## src/rtl/sample_stream_pkg.sv

```systemverilog
// Shared types and helpers for the sample stream deframer.
// FSM state encoding, byte-count helper and sticky-flag bit positions.
package sample_stream_pkg;

  typedef enum logic [0:0] {
    ST_IDLE,
    ST_COLLECT
  } state_e;

  localparam int unsigned FLAG_OVERFLOW = 0;
  localparam int unsigned FLAG_FRAME    = 1;
  localparam int unsigned FLAG_TIMEOUT  = 2;
  localparam int unsigned NUM_FLAGS     = 3;

  function automatic int unsigned bytes_per_sample(input int unsigned width);
    return width / 8;
  endfunction

endpackage

```

## src/rtl/byte_shift_assembler.sv

```systemverilog
// Byte-to-sample datapath: accumulator, byte counter and completion detect.
// data_next carries the sample including the byte taken this cycle.
module byte_shift_assembler
  import sample_stream_pkg::*;
#(
  parameter int unsigned DATA_WIDTH = 16,
  parameter int unsigned MSB_FIRST  = 1
) (
  input  logic                  clk,
  input  logic                  rst,
  input  logic                  take,
  input  logic                  restart,
  input  logic                  abort,
  input  logic [7:0]            byte_in,
  output logic [DATA_WIDTH-1:0] data_next,
  output logic                  complete
);

  localparam int unsigned BYTES = bytes_per_sample(DATA_WIDTH);
  localparam int unsigned CNT_W = $clog2(BYTES + 1);

  logic [DATA_WIDTH-1:0] data_q, data_d, base_data;
  logic [CNT_W-1:0]      cnt_q, cnt_d, base_cnt;

  always_comb begin
    base_cnt  = restart ? '0 : cnt_q;
    base_data = restart ? '0 : data_q;
    data_next = base_data;
    data_d    = data_q;
    cnt_d     = cnt_q;
    complete  = 1'b0;
    if (take) begin
      if (MSB_FIRST != 0) begin
        data_next = (base_data << 8) | DATA_WIDTH'(byte_in);
      end else begin
        for (int i = 0; i < BYTES; i++) begin
          if (base_cnt == CNT_W'(i)) data_next[8*i +: 8] = byte_in;
        end
      end
      if (base_cnt == CNT_W'(BYTES - 1)) begin
        complete = 1'b1;
        cnt_d    = '0;
        data_d   = '0;
      end else begin
        cnt_d  = base_cnt + CNT_W'(1);
        data_d = data_next;
      end
    end else if (abort) begin
      cnt_d  = '0;
      data_d = '0;
    end
  end

  always_ff @(posedge clk or posedge rst) begin
    if (rst) begin
      data_q <= '0;
      cnt_q  <= '0;
    end else begin
      data_q <= data_d;
      cnt_q  <= cnt_d;
    end
  end

endmodule

```

## src/rtl/sample_stream_deframer.sv

```systemverilog
// Byte-stream deframer: assembles unit-tagged samples into a valid/ready slot.
// Optional DEFRAMER_COUNT_EN adds per-unit accepted-sample counters.
module sample_stream_deframer
  import sample_stream_pkg::*;
#(
  parameter int unsigned NUM_UNITS      = 4,
  parameter int unsigned DATA_WIDTH     = 16,
  parameter int unsigned SEL_W          = (NUM_UNITS > 1) ? $clog2(NUM_UNITS) : 1,
  parameter int unsigned MSB_FIRST      = 1,
  parameter int unsigned TIMEOUT_CYCLES = 64
) (
  input  logic                  clk,
  input  logic                  rst,
  input  logic [7:0]            byte_in,
  input  logic                  byte_valid,
  input  logic [SEL_W-1:0]      unit_sel,
  output logic [DATA_WIDTH-1:0] sample_out,
  output logic [SEL_W-1:0]      sample_unit,
  output logic                  sample_valid,
  input  logic                  sample_ready,
  output logic                  busy,
  output logic                  overflow,
  output logic                  frame_err,
  output logic                  timeout_err,
  input  logic                  clear_err
`ifdef DEFRAMER_COUNT_EN
  ,
  input  logic [SEL_W-1:0]      stat_sel,
  output logic [15:0]           stat_count
`endif
);

  localparam int unsigned IDLE_W  = (TIMEOUT_CYCLES > 0) ? $clog2(TIMEOUT_CYCLES + 1) : 1;
  localparam int unsigned TO_LAST = (TIMEOUT_CYCLES > 0) ? TIMEOUT_CYCLES - 1 : 0;

  state_e                state_q, state_d;
  logic [SEL_W-1:0]      tag_q, tag_d;
  logic [IDLE_W-1:0]     idle_q, idle_d;
  logic                  slot_valid_q, slot_valid_d;
  logic [DATA_WIDTH-1:0] slot_data_q, slot_data_d;
  logic [SEL_W-1:0]      slot_unit_q, slot_unit_d;
  logic [NUM_FLAGS-1:0]  flags_q, flags_d, flag_set;

  logic                  mismatch, restart, timeout_hit, accept, complete;
  logic [DATA_WIDTH-1:0] data_next;

  byte_shift_assembler #(
    .DATA_WIDTH(DATA_WIDTH),
    .MSB_FIRST (MSB_FIRST)
  ) u_asm (
    .clk      (clk),
    .rst      (rst),
    .take     (byte_valid),
    .restart  (restart),
    .abort    (timeout_hit),
    .byte_in  (byte_in),
    .data_next(data_next),
    .complete (complete)
  );

  always_comb begin
    mismatch    = (state_q == ST_COLLECT) && byte_valid && (unit_sel != tag_q);
    restart     = byte_valid && ((state_q == ST_IDLE) || mismatch);
    timeout_hit = (TIMEOUT_CYCLES != 0) && (state_q == ST_COLLECT) && !byte_valid &&
                  (idle_q == IDLE_W'(TO_LAST));
    accept      = slot_valid_q && sample_ready;

    state_d  = state_q;
    tag_d    = restart ? unit_sel : tag_q;
    idle_d   = '0;
    flag_set = '0;

    if (byte_valid) begin
      state_d = complete ? ST_IDLE : ST_COLLECT;
    end else if (timeout_hit) begin
      state_d                = ST_IDLE;
      flag_set[FLAG_TIMEOUT] = 1'b1;
    end else if (state_q == ST_COLLECT) begin
      idle_d = idle_q + IDLE_W'(1);
    end
    if (mismatch) flag_set[FLAG_FRAME] = 1'b1;

    slot_valid_d = slot_valid_q;
    slot_data_d  = slot_data_q;
    slot_unit_d  = slot_unit_q;
    if (complete) begin
      if (!slot_valid_q || accept) begin
        slot_valid_d = 1'b1;
        slot_data_d  = data_next;
        slot_unit_d  = tag_d;
      end else begin
        flag_set[FLAG_OVERFLOW] = 1'b1;
      end
    end else if (accept) begin
      slot_valid_d = 1'b0;
    end

    // New events win over a same-cycle clear.
    flags_d = (clear_err ? '0 : flags_q) | flag_set;
  end

  always_ff @(posedge clk or posedge rst) begin
    if (rst) begin
      state_q      <= ST_IDLE;
      tag_q        <= '0;
      idle_q       <= '0;
      slot_valid_q <= 1'b0;
      slot_data_q  <= '0;
      slot_unit_q  <= '0;
      flags_q      <= '0;
    end else begin
      state_q      <= state_d;
      tag_q        <= tag_d;
      idle_q       <= idle_d;
      slot_valid_q <= slot_valid_d;
      slot_data_q  <= slot_data_d;
      slot_unit_q  <= slot_unit_d;
      flags_q      <= flags_d;
    end
  end

  assign sample_out   = slot_data_q;
  assign sample_unit  = slot_unit_q;
  assign sample_valid = slot_valid_q;
  assign busy         = (state_q == ST_COLLECT);
  assign overflow     = flags_q[FLAG_OVERFLOW];
  assign frame_err    = flags_q[FLAG_FRAME];
  assign timeout_err  = flags_q[FLAG_TIMEOUT];

`ifdef DEFRAMER_COUNT_EN
  logic [15:0] count_q [NUM_UNITS];
  logic [15:0] stat_q;

  always_ff @(posedge clk or posedge rst) begin
    if (rst) begin
      for (int i = 0; i < NUM_UNITS; i++) count_q[i] <= '0;
      stat_q <= '0;
    end else begin
      for (int i = 0; i < NUM_UNITS; i++) begin
        if (accept && (slot_unit_q == SEL_W'(i))) begin
          count_q[i] <= (clear_err ? 16'd0 : count_q[i]) + 16'd1;
        end else if (clear_err) begin
          count_q[i] <= '0;
        end
      end
      stat_q <= '0;
      for (int i = 0; i < NUM_UNITS; i++) begin
        if (stat_sel == SEL_W'(i)) stat_q <= count_q[i];
      end
    end
  end

  assign stat_count = stat_q;
`endif

endmodule

```

## config.mk

```make
export PLATFORM = sky130hd
export DESIGN_NAME = sample_stream_deframer
export DESIGN_NICKNAME = d
export VERILOG_FILES = /design/src/rtl/sample_stream_pkg.sv /design/src/rtl/byte_shift_assembler.sv /design/src/rtl/sample_stream_deframer.sv
export SDC_FILE = /design/constraint.sdc
export NUM_CORES = 1
export LEC_CHECK = 0
export CAP_MARGIN = 20
export CORE_UTILIZATION = 49
export CTS_BUF_LIST = sky130_fd_sc_hd__clkbuf_8
export DETAILED_ROUTE_END_ITERATION = 7
export PLACE_DENSITY_LB_ADDON = 0.15
export SLEW_MARGIN = 40
export SYNTH_ARGS = -nofsm -noshare
export SYNTH_HDL_FRONTEND = slang
export SYNTH_SLANG_ARGS = --single-unit
```

## constraint.sdc

```tcl
create_clock -name clk -period 3 [get_ports clk]
set_input_delay 0.75 -clock clk [delete_from_list [all_inputs] [get_ports clk]]
set_output_delay 0.75 -clock clk [all_outputs]
set_load 0.03 [all_outputs]
```

After elaboration in Yosys (flattened, before gate mapping)
Index checks and enable logic that the tools add are counted.
{"block": "classes", "addsub": 2, "n_eq_ne": 4, "mux": 27, "n_bitwise": 3, "reduce_logical": 14}
{"operator": "2-to-1 mux 16 bit", "n": 5}
{"operator": "2-to-1 mux 7 bit", "n": 3}
{"operator": "OR 16 x 8 -> 16 bit", "n": 1}
{"operator": "2-to-1 mux 1 bit", "n": 13}
{"operator": "2-to-1 mux 2 bit", "n": 5}
{"operator": "adder 7 x 1 -> 7 bit (second input constant)", "n": 1}
{"operator": "== test 7 x 6 -> 1 bit (second input constant)", "n": 1}
{"operator": "logical AND 1 bit", "n": 6}
{"operator": "AND reduction 2 bit", "n": 2}
{"operator": "nonzero test 2 bit", "n": 2}
{"operator": "2-to-1 mux 3 bit", "n": 1}
{"operator": "OR 3 bit", "n": 1}
{"operator": "adder 2 x 1 -> 2 bit (second input constant)", "n": 1}
{"operator": "== test 2 x 1 -> 1 bit (second input constant)", "n": 1}
{"operator": "logical NOT 1 bit", "n": 2}
{"operator": "logical OR 1 bit", "n": 2}
{"operator": "inequality test 2 x 1 -> 1 bit (second input constant)", "n": 1}
{"operator": "inequality test 2 bit", "n": 1}
{"operator": "NOT 1 bit", "n": 1}
{"block": "word_totals", "regBits": 50, "inputBits": 15, "output_inout_bits": 23}

Longest topological paths before layout
Gate-level depths: netlist (run 1).
{"block": "depth", "depth_word": 10, "depth_mapped": 6}

Cells and area by module
Synthesis (run 1) repeated with hierarchy kept, for this count alone.
{"block": "unflattened", "hier_cells": 187, "hier_area_um2": 2321.0}
{"module": "sample_stream_deframer", "instances": 1, "cells_per_inst": 94, "area_each_um2": 1332.5, "seq_area_each_um2": 800.8}
{"module": "byte_shift_assembler", "instances": 1, "cells_per_inst": 93, "area_each_um2": 988.4, "seq_area_each_um2": 450.4}

Worst setup path after synthesis (run 1)
No wires, ideal clock.
{"block": "synth_path", "path_kind": "input port to flip-flop", "startpoint": "input unit_sel[0]", "endpoint": "register slot_data_q[0], in the netlist sample_out[0]", "setup_time_ns": 0.125, "arrival_time_ns": 1.831, "required_time_ns": 2.875, "slack_ns": 1.044, "cell_stages": 5, "n_path_buf": 2, "path_cell_list": "xnor2_1 > and4_4 > buf_6 > buf_12 > mux2_4"}
{"block": "synth_via", "elab_chain_len": 9, "elab_cells_between_ends": 11, "classes_between": "eq/ne: 2; mux: 5; reduce/logical: 4"}
{"element": "from (decl)", "line_no": "sample_stream_deframer.sv:16", "rtl": "input logic [SEL_W-1:0] unit_sel,"}
{"element": "inequality test 2 bit *", "line_no": "sample_stream_deframer.sv:62", "rtl": "mismatch = (state_q == ST_COLLECT) && byte_valid && (unit_sel != tag_q);"}
{"element": "logical AND 1 bit *", "line_no": "sample_stream_deframer.sv:62"}
{"element": "logical OR 1 bit *", "line_no": "sample_stream_deframer.sv:63", "rtl": "restart = byte_valid && ((state_q == ST_IDLE) || mismatch);"}
{"element": "logical AND 1 bit *", "line_no": "sample_stream_deframer.sv:63"}
{"element": "2-to-1 mux 2 bit", "line_no": "byte_shift_assembler.sv:26", "rtl": "base_cnt = restart ? '0 : cnt_q;"}
{"element": "== test 2 x 1 -> 1 bit"}
{"element": "2-to-1 mux 1 bit", "line_no": "byte_shift_assembler.sv:40", "rtl": "if (base_cnt == CNT_W'(BYTES - 1)) begin"}
{"element": "2-to-1 mux 1 bit", "line_no": "byte_shift_assembler.sv:32", "rtl": "if (take) begin"}
{"element": "AND reduction 2 bit (no line)"}
{"element": "to (signal assigned)", "line_no": "sample_stream_deframer.sv:116", "rtl": "slot_data_q <= slot_data_d;"}
{"element": "to (decl)", "line_no": "sample_stream_deframer.sv:40", "rtl": "logic [DATA_WIDTH-1:0] slot_data_q, slot_data_d;"}
Mark *: on every way between the ends. The rest lies on a longest branch, timed or not.
A chain may end at the register's enable or synchronous reset.

Worst setup path after layout (run 1)
{"block": "layout_path", "startpoint": "register state_q, in the netlist busy", "endpoint": "output busy"}
{"element": "from (decl)", "line_no": "sample_stream_deframer.sv:36", "rtl": "state_e state_q, state_d;"}
{"element": "from (signal assigned)", "line_no": "sample_stream_deframer.sv:112", "rtl": "state_q <= state_d;"}
{"element": "to (decl)", "line_no": "sample_stream_deframer.sv:21", "rtl": "output logic busy,"}
No word-level cell between the ends.

==> metrics.md, run 1 <==
| Metric | Value |
|---|---|
| Antenna violations before repair | 0 |
| Max-slew headroom | 52.79% |
| Worst Tran Pin Value | 697.2 ps |
| Routed wl met2 | 1.928 mm |
| Leakage | 1.157 nW |
| Clk slew on worst S/H paths | 80 ps |
| Final antenna-violating net count | 0 |
| Net Sw Power | 0.7310 mW |
| Total global-route track usage | 20.03% |
| Largest net degree at the start of global routing | 23 |
| Synth Instances | 167 |
| CTS tree | yes |
| Cell Chain, Critical Path | clkdlybuf4s50_1 |
| Worst path arrival time | 1540 ps |
| Delay-heaviest family, CP | buffers and inverters |
| Core box area | 4144 um2 |
| P per Cell Area | 808.2 nW/um2 |
| CP required | 2250 ps |
| Port bufs | 37 |
| Post-Route M1 WL | 1.914 mm |
| CP Class | reg -> out |
| Warnings, synthesis | 0 |
| Achievable frequency | 436.0 MHz |
| Worst path max stage delay | 730 ps |
| CTS buffer count | 5 |
| Stages on the worst setup path | 1 |
| CP Max Fanout | 9 |
| Most used DFF post-synth | dfrtp_1 |
| Clk_skew | 7.035 ps |
| Drt first pass iters | 4 |
| Sequential share of power | 42.6% |
| FP Rows | 23 |
| Synth Cell Area | 2182 um2 |
| Total negative slack | 0 ps |
| Final Max Tran Viols | 0 |
| Residual DRC | 0 |
| Max VDD drop | 0.4707 mV |
| Netlist cell types | 35 |
| Sequential cell area fraction in the yosys report | 57.34% |
| Clock root cell | clkbuf_8 |
| Setup violators final | 0 |
| R2R cell count | 4 |
| DR iter-0 viols | 40 |
| Post-CTS setup repair buffer count | 0 |
| Logic pwr share | 36.5% |
| EDFF count, synth | 0 |
| Hold Crit Class | reg -> reg |
| Metal3 WL | 165 um |
| Commonest non-fill, non-tap cells in the layout | 50 x dfrtp_1, 37 x clkdlybuf4s50_1, 18 x mux2_2 |
| CP max stage cell | clkdlybuf4s50_1 |
| Async set-or-reset flop fraction in the synthesized netlist | 100.0% |
| DR vias | 1434 |
| Post-Syn Nets | 183 |
| Vias in the first global route | 1435 |
| Synth Area per Inst | 13.07 um2 |
| Initial Util | 52.66% |
| Ant. Diodes | 0 |
| Synth-to-Final Area Change | 22.31% |
| # H-tree levels | 2 |
| Yosys reg bits | 50 |
| Die area | 4724 um2 |
| Clock power frac | 20.9% |
| RSZ-0062 raised after global routing | no |
| Floorplan die height | 68.73 um |
| Clock buffer depth | 2 |
| Clk sinks | 50 |
| CP Buf/Inv Count | 1 |
| Startpoint types | flip-flop |
| RePlAce Congestion | 0.8057 |
| Vias per Instance | 5.580 |
| Tot Pwr | 2.157 mW |
| Proportion of layout cells with a drive suffix above 1 | 16.91% |
| Post-cts resize count | 0 |
| Uppermost layer routed | met4 |
| Max cap viols | 0 |
| WL final | 4.071 mm |
| # IOs | 38 |
| Layout Nets | 222 |
| Commonest non-fill, non-tap cell in the layout | dfrtp_1 |
| Post-DP HPWL | 3.009 mm |
| Routed length per instance | 15.84 um |
| Fin. Hold Viols | 0 |
| Total gr overflow | 0 |
| First-pass GRT wire length | 6.789 mm |
| Hold_buf cts | 0 |
| Worst Setup End Kind | primary output |
| Tcrit/Tclk final | 76.45% |
| Switching Fraction | 33.89% |
| Clock Latency Late Sink | 300 ps |
| Status | finished clean |
| Final Critical Period | 2294 ps |
| Hold path depth | 1 |
| Die W | 68.73 um |
| Internal power | 1.426 mW |
| Fill count | 313 |
sequential cells by signal, indices dropped and copies added, names as in the netlist:
name / cells
sample_out: 16
u_asm.data_q: 16
idle_q: 7
flags_q: 3
sample_unit: 2
tag_q: 2
u_asm.cnt_q: 2
busy: 1
sample_valid: 1
synth_stat cells (2+ instances only):
library cell,number,area [um2]
nor2_1,7,26.28
dfrtp_1,50,1251
inv_1,13,48.80
nand4_1,2,12.51
o22ai_1,2,12.51
buf_6,4,45.04
mux2i_1,8,80.08
buf_2,2,10.01
nand2b_1,2,12.51
nand2_1,4,15.01
xor2_1,2,17.52
xnor2_1,3,26.28
mux2_2,18,202.7
a21oi_1,9,45.04
mux2_4,2,30.03
clkbuf_1,2,7.510
a32o_1,16,160.2
nand3_1,4,20.02
power by group through the flow:
stage	sequential [mW]	combinational, mW	clock, mW
finish	0.918	0.787	0.452
global route	0.939	0.840	0.490
CTS	0.920	0.796	0.464
detailed placement	0.930	0.793	0
global placement	0.920	0.782	0
floorplan	1.17	0.221	0
per-stage QoR:
| stage | cells | worst slack (ps) | area, um2 | hold slack, ps | utilization, % |
|---|---|---|---|---|---|
| 6_report | 257 | 706.5 | 2669 | 479.8 | 64.40 |
| 5_1_grt | 257 | 663.1 | 2669 | 496.8 | 64.40 |
| 4_1_cts | 257 | 694.9 | 2669 | 480.8 | 64.40 |
| 3_5_place_dp | 249 | 411.0 | 2562 | 468.9 | 61.84 |
| 3_3_place_gp | 249 | 496.7 | 2562 | 452.4 | 61.84 |
| 2_1_floorplan | 167 | 1044 | 2182 | 432.9 | - |
final timing paths:
path                                          start                           end  slack, ps
worst max register to register  idle_q[0]$_DFF_PP0_    u_asm.cnt_q[1]$_DFFE_PP0P_       1120
worst max-delay path               busy$_DFFE_PP0P_                          busy        710
worst min register to register  idle_q[0]$_DFF_PP0_           idle_q[0]$_DFF_PP0_        480
min in group asynchronous                       rst  u_asm.data_q[10]$_DFFE_PP0P_        700
max in group asynchronous                       rst   u_asm.data_q[3]$_DFFE_PP0P_       1730
worst min-delay path            idle_q[0]$_DFF_PP0_           idle_q[0]$_DFF_PP0_        480
layer usage:
layer	vias to the layer above	global-route usage, %
li1	689	-
met1	704	27.74
met2	34	30.15
met3	7	4.276
met4	0	9.184
met5	-	0
cells by family (layout without fill, tap and decap cells):
family | count (synthesis) | in the layout | synth area share, %
AO/OA/AOI/OAI | 36 | 36 | 13.76
AND/OR/NAND/NOR | 24 | 24 | 5.792
buffers and inverters | 23 | 63 | 6.193
adder cells (fa/ha/maj) | 1 | 1 | 0.5733
XOR/XNOR | 5 | 5 | 2.007
multiplexers | 28 | 28 | 14.33
flip-flops | 50 | 50 | 57.34
worst register-to-register path: stages, from the launching register on:
cell and delay, ps:
dfrtp_1 390, ha_1 240, nand3_1 180, o41a_1 610, o221a_2 350
layout make-up:
cell class | instances | area [um2] | area share [%]
clock buffer | 5 | 68.82 | 2.579
inverter | 14 | 52.55 | 1.969
multi-input combinational | 94 | 795.8 | 29.82
tap | 50 | 62.56 | 2.344
sequential | 50 | 1251 | 46.88
clock inverter | 3 | 37.54 | 1.406
timing repair buffer | 41 | 400.4 | 15.00
(Power assumes the default switching activity.)
==> run 2: changes to the inputs <==
==> constraint.sdc (replaced) <==
create_clock -name clk -period 2.4 [get_ports clk]
set_input_delay 0.6 -clock clk [delete_from_list [all_inputs] [get_ports clk]]
set_output_delay 0.6 -clock clk [all_outputs]
set_load 0.03 [all_outputs]
==> metrics.md, run 2 (synthesized netlist as in run 1, its figures left out) <==
| Metric | Value |
|---|---|
| Port bufs | 37 |
| Worst path max stage delay | 730 ps |
| Max-slew headroom | 49.81% |
| CP Buf/Inv Count | 1 |
| # IOs | 38 |
| Hold path depth | 1 |
| Post-CTS setup repair buffer count | 0 |
| FP Rows | 23 |
| Largest net degree at the start of global routing | 24 |
| Fin. Hold Viols | 0 |
| CP required | 1800 ps |
| Hold worst-path end | idle_q[0]$_DFF_PP0_ |
| Clk_skew | 9.688 ps |
| Clock power frac | 24.9% |
| Setup violators final | 0 |
| Achievable frequency | 466.7 MHz |
| WL final | 4.175 mm |
| R2r setup slk | 550 ps |
| Antenna violations before repair | 0 |
| Hold_buf cts | 0 |
| Total gr overflow | 0 |
| Switching Fraction | 32.38% |
| Post-DP HPWL | 3.016 mm |
| Commonest non-fill, non-tap cells in the layout | 50 x dfrtp_1, 37 x clkdlybuf4s50_1, 18 x mux2_2 |
| Core box area | 4144 um2 |
| Final antenna-violating net count | 0 |
| Vias per Instance | 5.664 |
| Startpoint types | flip-flop |
| Final Critical Period | 2143 ps |
| Die area | 4724 um2 |
| DR iter-0 viols | 116 |
| Stages on the worst setup path | 1 |
| Net Sw Power | 0.9256 mW |
| CTS buffer count | 5 |
| CP Max Fanout | 9 |
| Commonest non-fill, non-tap cell in the layout | dfrtp_1 |
| Cell Chain, Critical Path | clkdlybuf4s50_1 |
| Reg-to-reg critical path endpoint | busy$_DFFE_PP0P_ |
| Layout Nets | 227 |
| First-pass GRT wire length | 7.272 mm |
| Tcrit/Tclk final | 89.28% |
| Proportion of layout cells with a drive suffix above 1 | 19.81% |
| Routed length per instance | 15.94 um |
| Max VDD drop | 0.7179 mV |
| P per Cell Area | 1042 nW/um2 |
| Logic pwr share | 35.0% |
| Delay-heaviest family, CP | buffers and inverters |
| Synth-to-Final Area Change | 25.69% |
| Worst r2r src | idle_q[0]$_DFF_PP0_ |
| Total negative slack | 0 ps |
| Clk slew on worst S/H paths | 80 ps |
| Sequential share of power | 40.1% |
| Worst path arrival time | 1540 ps |
| Clock buffer depth | 2 |
| CTS tree | yes |
| R2R cell count | 4 |
| Die W | 68.73 um |
| CP max stage cell | clkdlybuf4s50_1 |
| CP Class | reg -> out |
| # H-tree levels | 2 |
| Hold wc startpoint | idle_q[0]$_DFF_PP0_ |
| Final Max Tran Viols | 0 |
| Clock root cell | clkbuf_8 |
| Final core occ | 66.18% |
| Clock Latency Late Sink | 300 ps |
| Residual DRC | 0 |
| Post-cts resize count | 0 |
| Worst Setup End Kind | primary output |
| Initial Util | 52.66% |
| Floorplan die height | 68.73 um |
| Worst Tran Pin Value | 741.2 ps |
| Leakage | 1.192 nW |
| RePlAce Congestion | 0.7308 |
| Vias in the first global route | 1500 |
| Clk sinks | 50 |
| Internal power | 1.933 mW |
| Ant. Diodes | 0 |
| Drt first pass iters | 4 |
| Fill count | 314 |
| RSZ-0062 raised after global routing | no |
| Total global-route track usage | 21.20% |
| Hold Crit Class | reg -> reg |
| Max cap viols | 0 |
| Status | finished clean |
| DR vias | 1484 |
[run 2: cell count changes in the layout (fill, tap and decap cells not counted), sizes merged]
cell	before	now
inv	16	14
clkbuf	5	6
bufinv	1	2
buf	4	9
[run 2: worst register-to-register path, delay by kind of cell (launching register included)]
| family | cells | cell delay, ps |
|---|---|---|
| AO/OA/AOI/OAI | 2 | 960 |
| flip-flops | 1 | 380 |
| adder cells (fa/ha/maj) | 1 | 230 |
| AND/OR/NAND/NOR | 1 | 180 |
[run 2: worst max-delay path by stage]
stage	startpoint	end	slack, ps
after floorplan	unit_sel[0]	sample_out[0]$_DFFE_PP0P_	590
final	busy$_DFFE_PP0P_	busy	260
after detailed placement	byte_valid	u_asm.cnt_q[1]$_DFFE_PP0P_	130
after global routing	busy$_DFFE_PP0P_	busy	220
after global placement	byte_valid	u_asm.cnt_q[1]$_DFFE_PP0P_	200
after CTS	busy$_DFFE_PP0P_	busy	250
[run 2: metal layers]
layer	GRT usage [%]	share of wire, %	wire length [um]
met1	28.49	46	1930
met2	33.70	48	2007
met3	4.770	4.1	172
met4	7.653	1.6	65
met5	0	0	0
[run 2: area by class of cell]
| type | count | area, um2 | share of cell area (%) |
|---|---|---|---|
| multi-input combinational | 94 | 795.8 | 29.01 |
| clock buffer | 6 | 82.58 | 3.011 |
| tap | 50 | 62.56 | 2.281 |
| clock inverter | 2 | 60.06 | 2.190 |
| inverter | 14 | 52.55 | 1.916 |
| sequential | 50 | 1251 | 45.62 |
| timing repair buffer | 46 | 437.9 | 15.97 |
[run 2: stage by stage]
step           instance area, um2  power [mW]  std cells  setup slack [ps]  hold slack, ps
3_3_place_gp                 2600       2.140        254             197.4           450.8
6_report                     2743       2.859        262             257.3           469.2
4_1_cts                      2743       2.889        262             250.2           476.2
5_1_grt                      2743       3.012        262             215.7           485.2
3_5_place_dp                 2600       2.164        254             125.8           462.5
2_1_floorplan                2182       1.743        167             593.9           432.9
[run 2: power groups by stage]
stage               combinational (mW)  clock [mW]  sequential [mW]
detailed placement                1.00           0             1.16
global route                      1.07       0.768             1.17
floorplan                        0.277           0             1.47
global placement                 0.993           0             1.15
finish                            1.00       0.713             1.15
CTS                               1.01       0.730             1.15
==> run 3: changes to the inputs <==
--- a/config.mk
+++ b/config.mk
@@ -6,6 +6,7 @@
 export NUM_CORES = 1
 export LEC_CHECK = 0
 export CAP_MARGIN = 20
+export CORE_ASPECT_RATIO = 1.5
 export CORE_UTILIZATION = 49
 export CTS_BUF_LIST = sky130_fd_sc_hd__clkbuf_8
 export DETAILED_ROUTE_END_ITERATION = 7
==> metrics.md, run 3 (synthesized netlist as in run 1, its figures left out) <==
| Metric | Value |
|---|---|
| Status | finished clean |
| # H-tree levels | 2 |
| Final antenna-violating net count | 0 |
| Worst path arrival time | 1530 ps |
| Vias per Instance | 5.855 |
| Clock buffer depth | 2 |
| Commonest non-fill, non-tap cell in the layout | dfrtp_1 |
| P per Cell Area | 985.6 nW/um2 |
| Synth-to-Final Area Change | 23.22% |
| Multi-input gate area | 795.8 um2 |
| CTS buffer count | 5 |
| CP required | 1800 ps |
| Sequential share of power | 43.1% |
| Max cap viols | 0 |
| Hold_buf cts | 0 |
| Worst path max stage delay | 720 ps |
| Clk slew on worst S/H paths | 90 ps |
| Delay-heaviest family, CP | buffers and inverters |
| Max-slew headroom | 54.72% |
| Routed length per instance | 17.35 um |
| Clk_skew | 4.122 ps |
| CTS tree | yes |
| Vias in the first global route | 1578 |
| Clk sinks | 50 |
| # IOs | 38 |
| CP max stage cell | clkdlybuf4s50_1 |
| Total global-route track usage | 20.77% |
| CP Max Fanout | 9 |
| Port bufs | 37 |
| Ant. Diodes | 0 |
| RePlAce Congestion | 0.7816 |
| DR iter-0 viols | 52 |
| Drt first pass iters | 4 |
| Reg area | 1251 um2 |
| Floorplan die height | 83.73 um |
| Switching Fraction | 35.15% |
| Cell Chain, Critical Path | clkdlybuf4s50_1 |
| Commonest non-fill, non-tap cells in the layout | 50 x dfrtp_1, 37 x clkdlybuf4s50_1, 18 x mux2_2 |
| WL final | 4.423 mm |
| Clock Latency Late Sink | 300 ps |
| Worst Tran Pin Value | 679.3 ps |
| Total negative slack | 0 ps |
| Layout Nets | 224 |
| Largest net degree at the start of global routing | 30 |
| Residual DRC | 0 |
| Final Critical Period | 2129 ps |
| Leakage | 1.168 nW |
| Achievable frequency | 469.6 MHz |
| Total gr overflow | 0 |
| Fill count | 358 |
| Setup violators final | 0 |
| Internal power | 1.719 mW |
| DR vias | 1493 |
| Post-DP HPWL | 3.125 mm |
| Max VDD drop | 0.8578 mV |
| Clock root cell | clkbuf_8 |
| Tcrit/Tclk final | 88.73% |
| Logic pwr share | 38.0% |
| Startpoint types | flip-flop |
| Post-cts resize count | 0 |
| Proportion of layout cells with a drive suffix above 1 | 18.18% |
| CP Buf/Inv Count | 1 |
| CP Class | reg -> out |
| Initial Util | 51.40% |
| Antenna violations before repair | 0 |
| Fin. Hold Viols | 0 |
| Die area | 4729 um2 |
| Hold WS | 478.8 ps |
| Clock power frac | 18.8% |
| Final Max Tran Viols | 0 |
| Worst Setup End Kind | primary output |
| Net Sw Power | 0.9315 mW |
| Post-CTS setup repair buffer count | 0 |
| RSZ-0062 raised after global routing | no |
| FP Rows | 29 |
| Core box area | 4245 um2 |
| Die W | 56.49 um |
| First-pass GRT wire length | 7.610 mm |
| Hold Crit Class | reg -> reg |
[run 3: changes by cell type in the layout (fill, tap and decap cells not counted)]
cell	previous run	this run
bufinv_16	2	0
inv_1	12	13
buf_12	0	2
clkinv_2	0	1
buf_4	9	4
[run 3: power groups by stage]
stage	registers (mW)	clock network, mW	logic (mW)
floorplan	1.47	0	0.277
global placement	1.15	0	0.999
detailed placement	1.16	0	1.01
CTS	1.15	0.514	1.02
global route	1.17	0.546	1.06
finish	1.14	0.500	1.01
[run 3: through the flow]
stage          power [mW]  std cells  worst slack [ps]  area [um2]  util [%]
3_5_place_dp        2.178        247             50.17        2597     61.18
4_1_cts             2.681        255             259.4        2689     63.34
3_3_place_gp        2.152        247             126.0        2597     61.18
2_1_floorplan       1.743        167             593.9        2182         -
5_1_grt             2.782        255             191.6        2689     63.34
6_report            2.650        255             270.6        2689     63.34
[run 3: path summary, 6_finish.rpt]
| kind | cells after the start | slack (ps) | start | to |
|---|---|---|---|---|
| max in group asynchronous | 3 | 1230 | rst | sample_out[14]$_DFFE_PP0P_ |
| min reg2reg | 1 | 480 | idle_q[0]$_DFF_PP0_ | idle_q[0]$_DFF_PP0_ |
| min in group asynchronous | 2 | 630 | rst | sample_out[8]$_DFFE_PP0P_ |
| min | 1 | 480 | idle_q[0]$_DFF_PP0_ | idle_q[0]$_DFF_PP0_ |
| max | 1 | 270 | busy$_DFFE_PP0P_ | busy |
| max reg2reg | 4 | 560 | idle_q[0]$_DFF_PP0_ | u_asm.cnt_q[1]$_DFFE_PP0P_ |
[run 3: cell type report]
type,instances,area share [%]
flip-flops and latches,50,46.53
multi-input cells,94,29.60
repair buffers,43,16.38
clock buffers,6,3.071
well taps,46,2.141
inverters,14,1.954
clock inverters,2,0.3257
[run 3: metal layers]
metal | GRT usage [%] | vias to the layer above | part of all wire [%]
met3 | 4.651 | 11 | 4.4
met4 | 10.42 | 0 | 2.4
met1 | 24.06 | 746 | 41
met5 | 0 | - | 0
li1 | - | 691 | -
met2 | 35.40 | 45 | 52
